### src/rtl/rca_seq_addsub.sv
// ---------------------------------------------------------------------------
// rca_seq_addsub
//   Multi-cycle add/subtract sequencer. Wide operands are pushed through a
//   single 8-bit ripple-carry byte adder, one byte per clock, LSB first. The
//   carry is chained between bytes. The final result and flags are latched
//   and held until the next accepted request.
//
// Parameters
//   NBYTES    operand width in bytes (W = 8*NBYTES), legal range 2..16
//
// Ports
//   clk       in   1   system clock, rising edge
//   rst       in   1   asynchronous, active-high reset
//   start     in   1   request; accepted only while ready = 1
//   op        in   1   0 = A+B, 1 = A-B; sampled with start
//   A         in   W   operand A; sampled with start
//   B         in   W   operand B; sampled with start
//   ready     out  1   a new start can be accepted (state != RUN)
//   done      out  1   one-cycle pulse; result and flags are valid
//   result    out  W   A+B or A-B, modulo 2^W
//   cout      out  1   carry out of the MSB (sub: 1 = no borrow)
//   overflow  out  1   signed overflow (carry into MSB XOR carry out)
//   zero      out  1   result == 0
// ---------------------------------------------------------------------------
module rca_seq_addsub #(
  parameter int NBYTES = 4
) (
  input  logic                  clk,
  input  logic                  rst,
  input  logic                  start,
  input  logic                  op,
  input  logic [8*NBYTES-1:0]   A,
  input  logic [8*NBYTES-1:0]   B,
  output logic                  ready,
  output logic                  done,
  output logic [8*NBYTES-1:0]   result,
  output logic                  cout,
  output logic                  overflow,
  output logic                  zero
);

  localparam int W  = 8 * NBYTES;
  localparam int IW = (NBYTES > 1) ? $clog2(NBYTES) : 1;
  localparam logic [IW-1:0] LAST_IDX = IW'(NBYTES - 1);

  typedef enum logic [1:0] {
    S_IDLE = 2'd0,
    S_RUN  = 2'd1,
    S_DONE = 2'd2
  } state_t;

  state_t          state_q;
  logic [IW-1:0]   idx_q;
  logic            carry_q;
  logic            op_q;
  logic [W-1:0]    a_q;
  logic [W-1:0]    b_q;
  logic [W-1:0]    result_q;
  logic            ready_q;
  logic            done_q;
  logic            cout_q;
  logic            overflow_q;
  logic            zero_q;

  // Byte-datapath signals computed from the current byte index.
  logic [IW+2:0]   bit_base_s;
  logic [7:0]      a_byte_s;
  logic [7:0]      b_byte_s;
  logic [7:0]      bx_byte_s;
  logic [8:0]      sum_s;
  logic            msb_cin_s;
  logic [W-1:0]    result_d;
  logic            zero_d;

  // Byte adder: selects the active operand bytes, conditionally inverts B,
  // and forms the 9-bit sum plus the result vector with the new byte merged in.
  always_comb begin
    bit_base_s = {idx_q, 3'b000};
    a_byte_s   = a_q[bit_base_s +: 8];
    b_byte_s   = b_q[bit_base_s +: 8];
    if (op_q) begin
      bx_byte_s = ~b_byte_s;
    end else begin
      bx_byte_s = b_byte_s;
    end
    sum_s = {1'b0, a_byte_s} + {1'b0, bx_byte_s} + {8'd0, carry_q};
    // Carry into bit 7 of this byte is recovered from the sum bit: s = a ^ b ^ cin.
    msb_cin_s = a_byte_s[7] ^ bx_byte_s[7] ^ sum_s[7];
    result_d  = result_q;
    result_d[bit_base_s +: 8] = sum_s[7:0];
    // Zero must include the byte being written on this edge.
    zero_d = (result_d == {W{1'b0}});
  end

  // Sequencer FSM with registered status and result outputs.
  always_ff @(posedge clk or posedge rst) begin
    if (rst) begin
      state_q    <= S_IDLE;
      idx_q      <= '0;
      carry_q    <= 1'b0;
      op_q       <= 1'b0;
      a_q        <= '0;
      b_q        <= '0;
      result_q   <= '0;
      ready_q    <= 1'b1;
      done_q     <= 1'b0;
      cout_q     <= 1'b0;
      overflow_q <= 1'b0;
      zero_q     <= 1'b0;
    end else begin
      case (state_q)
        S_IDLE, S_DONE: begin
          if (start) begin
            a_q        <= A;
            b_q        <= B;
            op_q       <= op;
            // Subtraction is A + ~B + 1: the +1 enters as the initial carry.
            carry_q    <= op;
            idx_q      <= '0;
            result_q   <= '0;
            cout_q     <= 1'b0;
            overflow_q <= 1'b0;
            zero_q     <= 1'b0;
            state_q    <= S_RUN;
            ready_q    <= 1'b0;
            done_q     <= 1'b0;
          end else begin
            state_q    <= S_IDLE;
            ready_q    <= 1'b1;
            done_q     <= 1'b0;
          end
        end
        S_RUN: begin
          result_q <= result_d;
          carry_q  <= sum_s[8];
          if (idx_q == LAST_IDX) begin
            idx_q      <= '0;
            cout_q     <= sum_s[8];
            overflow_q <= msb_cin_s ^ sum_s[8];
            zero_q     <= zero_d;
            state_q    <= S_DONE;
            ready_q    <= 1'b1;
            done_q     <= 1'b1;
          end else begin
            idx_q      <= idx_q + {{(IW-1){1'b0}}, 1'b1};
            state_q    <= S_RUN;
            ready_q    <= 1'b0;
            done_q     <= 1'b0;
          end
        end
        default: begin
          state_q <= S_IDLE;
          idx_q   <= '0;
          ready_q <= 1'b1;
          done_q  <= 1'b0;
        end
      endcase
    end
  end

  assign ready    = ready_q;
  assign done     = done_q;
  assign result   = result_q;
  assign cout     = cout_q;
  assign overflow = overflow_q;
  assign zero     = zero_q;

endmodule

### config.mk
export PLATFORM = sky130hd
export DESIGN_NAME = rca_seq_addsub
export DESIGN_NICKNAME = d
export VERILOG_FILES = /design/src/rtl/rca_seq_addsub.sv
export SDC_FILE = /design/constraint.sdc
export NUM_CORES = 1
export LEC_CHECK = 0
export CORE_MARGIN = 3
export CORE_UTILIZATION = 52
export DETAILED_ROUTE_END_ITERATION = 16
export MAX_ROUTING_LAYER = met4
export PLACE_DENSITY = 0.87
export SYNTH_ARGS = -nofsm -noshare
export SYNTH_HDL_FRONTEND = slang
export SYNTH_SLANG_ARGS = --single-unit
### constraint.sdc
create_clock -name clk -period 4.7 [get_ports clk]
set_input_delay 1.175 -clock clk [delete_from_list [all_inputs] [get_ports clk]]
set_output_delay 1.175 -clock clk [all_outputs]
set_load 0.005 [all_outputs]
==> impl_metrics.csv <==
group,metric,value,unit
logic_synthesis,netlist_top_cells_area,"dfrtp_1 (51%), nand2_1 (16%), mux4_2 (7.0%)",
timing,tns,0,ns
grt,overflow,0,
layout,stdcell_area,6460,um2
grt,grt_pass1_vias,4035,
timing,max_slew_margin,0.207,
routing,dr.pass1.iters,4,
logic_synthesis,synth-async-reset-ratio,1.00,
grt,grt_max_degree,89,
die,dieArea,11100,um2
outcome,status,"completed",
layout,drive_gt1_frac,0.0911,
placement,dp_cells,739,
routing,wl_per_cell,16.2,um
clocking,cts_tree,"yes",
pwr,p_int,3.05,mW
clocking,h-tree-depth,3,
logic_synthesis,syn_area_per_cell,9.84,um2
routing,routed-via-count,4138,
pwr,power.share.switching,0.464,
clocking,cts_buffers,9,
layout,areaGrowthSynthToFinish,25.4,%
timing,period_needed,3.47,ns
timing,setup-violations-final,0,
clocking,path_clk_slew,0.10,ns
timing,finalCritPeriodShare,0.737,
routing,drt_wl_total,12200,um
logic_synthesis,synth-seq-cells,107,
logic_synthesis,synth_compound_area_frac,0.105,
clocking,cts_sinks,107,
logic_synthesis,synth_top_area_cell,"dfrtp_1",
placement,gp_congestion,0.936,
logic_synthesis,syn_nets,607,
logic_synthesis,synth_top_family_by_area,"simple AND/OR/NAND/NOR gates",
layout,fin_cells,755,
timing,fin_skew,0.0176,ns
hold_path,hold_path_class,"register to register",
timing,max_freq,0.289,GHz
logic_synthesis,synth_edf_count,0,
logic_synthesis,seq_area_frac_synth,0.520,
layout,fin_util,0.686,
timing,final_max_slew_viol_count,0,
logic_synthesis,synth_top_area_share,0.515,
logic_synthesis,postSynthCellCount,524,
die,io_pins,105,
routing,vias_per_cell,5.48,
layout,nFillCells,699,
die,die_width,106,um
die,initial_core_util,0.547,
logic_synthesis,ys_types,51,
timing,rsz0062_at_grt,"no",
logic_synthesis,synthFlopType,"dfrtp_1",
pwr,p_clk_frac,0.091,
logic_synthesis,yosys_warnings,0,
pwr,pwr-share-seq,0.283,
die,num_rows,35,
grt,antenna_found_initial,0,
setup_path,crit_arrival,3.78,ns
placement,place_area,6280,um2
clocking,clkLatencyLatePin,0.37,ns
grt,grt_usage,0.232,
layout,finalNetCount,704,
pwr,p_comb_frac,0.626,
setup_path,criticalPathCategory,"register to register",
flow_run,drv_cap,0,
setup_path,worstPathMaxFanout,23,
timing,hold_viol,0,
setup_path,critPathCaptureType,"register",
pwr,powerDensity,881,nW/um2
grt,grt_pass1_wl,20100,um
clocking,clockBufferDepth,2,
pwr,p_leak,3.03,nW
logic_synthesis,synth_xor_area_frac,0.0202,
routing,remaining_drc_errors,0,
pwr,net-switching-power,2.64,mW
logic_synthesis,synth-simple-area-share,0.212,
layout,antenna_cells,0,
placement,portBuffers,104,
setup_path,cp-start-kind,"register",
logic_synthesis,synth_area,5150,um2
clocking,postCtsSetupBuffers,0,
routing,drt_iter0_markers,224,
die,die_y,106,um
clocking,postCtsHoldBufs,0,
timing,worstMarginPinSlew,1.19,ns
setup_path,cp.required,5.01,ns
placement,post-dp-hpwl,9260,um
routing,drtAntennaViolNets,0,
logic_synthesis,synthAdderAreaFrac,0.0393,
clocking,root_buffer,"clkbuf_8",
pwr,irDropWorstVdd,0.000541,V
logic_synthesis,muxShareOfSynthArea,0.0699,
clocking,cts_resized,0,
die,core-area,9420,um2
==> metal layers <==
layer / track usage / up-vias / wire length, um
li1: - / 1956 / -
met1: 0.323 / 2000 / 5380
met2: 0.353 / 162 / 5890
met3: 0.0374 / 20 / 781
met4: 0.0740 / 0 / 183
met5: - / - / 0
==> registers in the layout, indices dropped and copies added (netlist names) <==
| signal | cells |
|---|---|
| b_q | 32 |
| done | 1 |
| cout | 1 |
| ready | 1 |
| zero | 1 |
| op_q | 1 |
| result | 32 |
| state_q | 2 |
| carry_q | 1 |
| a_q | 32 |
| overflow | 1 |
| idx_q | 2 |
==> stage by stage <==
step	hold WS, ns	worst slack [ns]	total power, mW
after global routing	0.514	0.931	6.12
after detailed placement	0.462	1.20	5.16
after global placement	0.456	1.33	5.04
after CTS	0.487	1.19	5.68
after floorplan	0.440	0.709	4.11
final	0.489	1.23	5.69
==> power by group through the flow <==
stage	sequential, mW	combinational [mW]	clock (mW)
detailed placement	1.62	3.54	0
global placement	1.60	3.44	0
finish	1.61	3.56	0.517
global route	1.66	3.90	0.565
CTS	1.60	3.56	0.522
floorplan	1.53	2.58	0
==> worst paths after layout <==
check | startpoint | end | slack (ns) | depth (start not counted)
hold / removal | a_q[19]$_DFFE_PP0P_ | a_q[19]$_DFFE_PP0P_ | 0.49 | 2
min in group asynchronous | rst | overflow$_DFFE_PP0P_ | 1.42 | 2
hold reg to reg | a_q[19]$_DFFE_PP0P_ | a_q[19]$_DFFE_PP0P_ | 0.49 | 2
max in group asynchronous | rst | a_q[1]$_DFFE_PP0P_ | 2.44 | 3
setup / recovery | idx_q[0]$_DFFE_PP0N_ | zero$_DFFE_PP0P_ | 1.23 | 11
setup reg to reg | idx_q[0]$_DFFE_PP0N_ | zero$_DFFE_PP0P_ | 1.23 | 11
==> cells in the final DEF (no fill, tap or decap), types with 10 or more instances in the layout <==
cell type        synthesis  routed
mux4_2                  16      16
a22o_1                  17      17
nor4_1                  10      10
inv_1                   14      13
dfrtp_1                106     106
ha_1                    13      13
a21oi_1                 12      12
clkdlybuf4s50_1          0     104
o21ai_0                 16      16
nand2_1                219     219
==> synth_stat cells (2+ instances only) <==
library cell,count
nor4_1,10
nand2b_1,3
nor3_1,3
a211oi_1,2
nor2_2,2
nand3_1,3
dfrtp_1,106
clkbuf_1,14
or3_1,2
or4_1,2
o31ai_1,3
clkbuf_8,3
ha_1,13
inv_1,14
o21a_1,3
fa_1,2
nor2_1,9
a22o_2,4
o211ai_1,3
nand2_1,219
mux4_2,16
nor2b_1,4
a22o_1,17
a21o_1,2
buf_1,4
a21oi_2,2
xnor2_1,9
o21ai_0,16
a21oi_1,12
==> cell type report <==
type                    count  area (um2)  area share
repair buffers            108        1070       0.166
clock buffers              10         128      0.0197
clock inverters             6        50.0     0.00774
multi-input cells         380        2310       0.358
flip-flops and latches    107        2680       0.415
inverters                  15        58.8     0.00910
well taps                 129         161      0.0250
==> worst max-delay path, cell delays in order, from the launching register on <==
cell      delay (ns)
dfrtp_1         0.39
buf_4           0.35
mux4_2          0.56
xnor2_1         0.21
inv_1           0.08
fa_1            0.44
nand2b_1        0.20
a21oi_2         0.18
xor2_2          0.14
or4_4           0.50
o41ai_2         0.21
a22o_1          0.16
==> cell families (layout without fill, tap and decap cells) <==
| group | Yosys count | in the layout |
|---|---|---|
| AND/OR/NAND/NOR | 264 | 264 |
| flip-flops | 107 | 107 |
| AO/OA/AOI/OAI | 74 | 74 |
| buffers and inverters | 37 | 139 |
| multiplexers | 16 | 16 |
| adder cells (fa/ha/maj) | 15 | 15 |
| XOR/XNOR | 11 | 11 |
(Power assumes the default switching activity.)
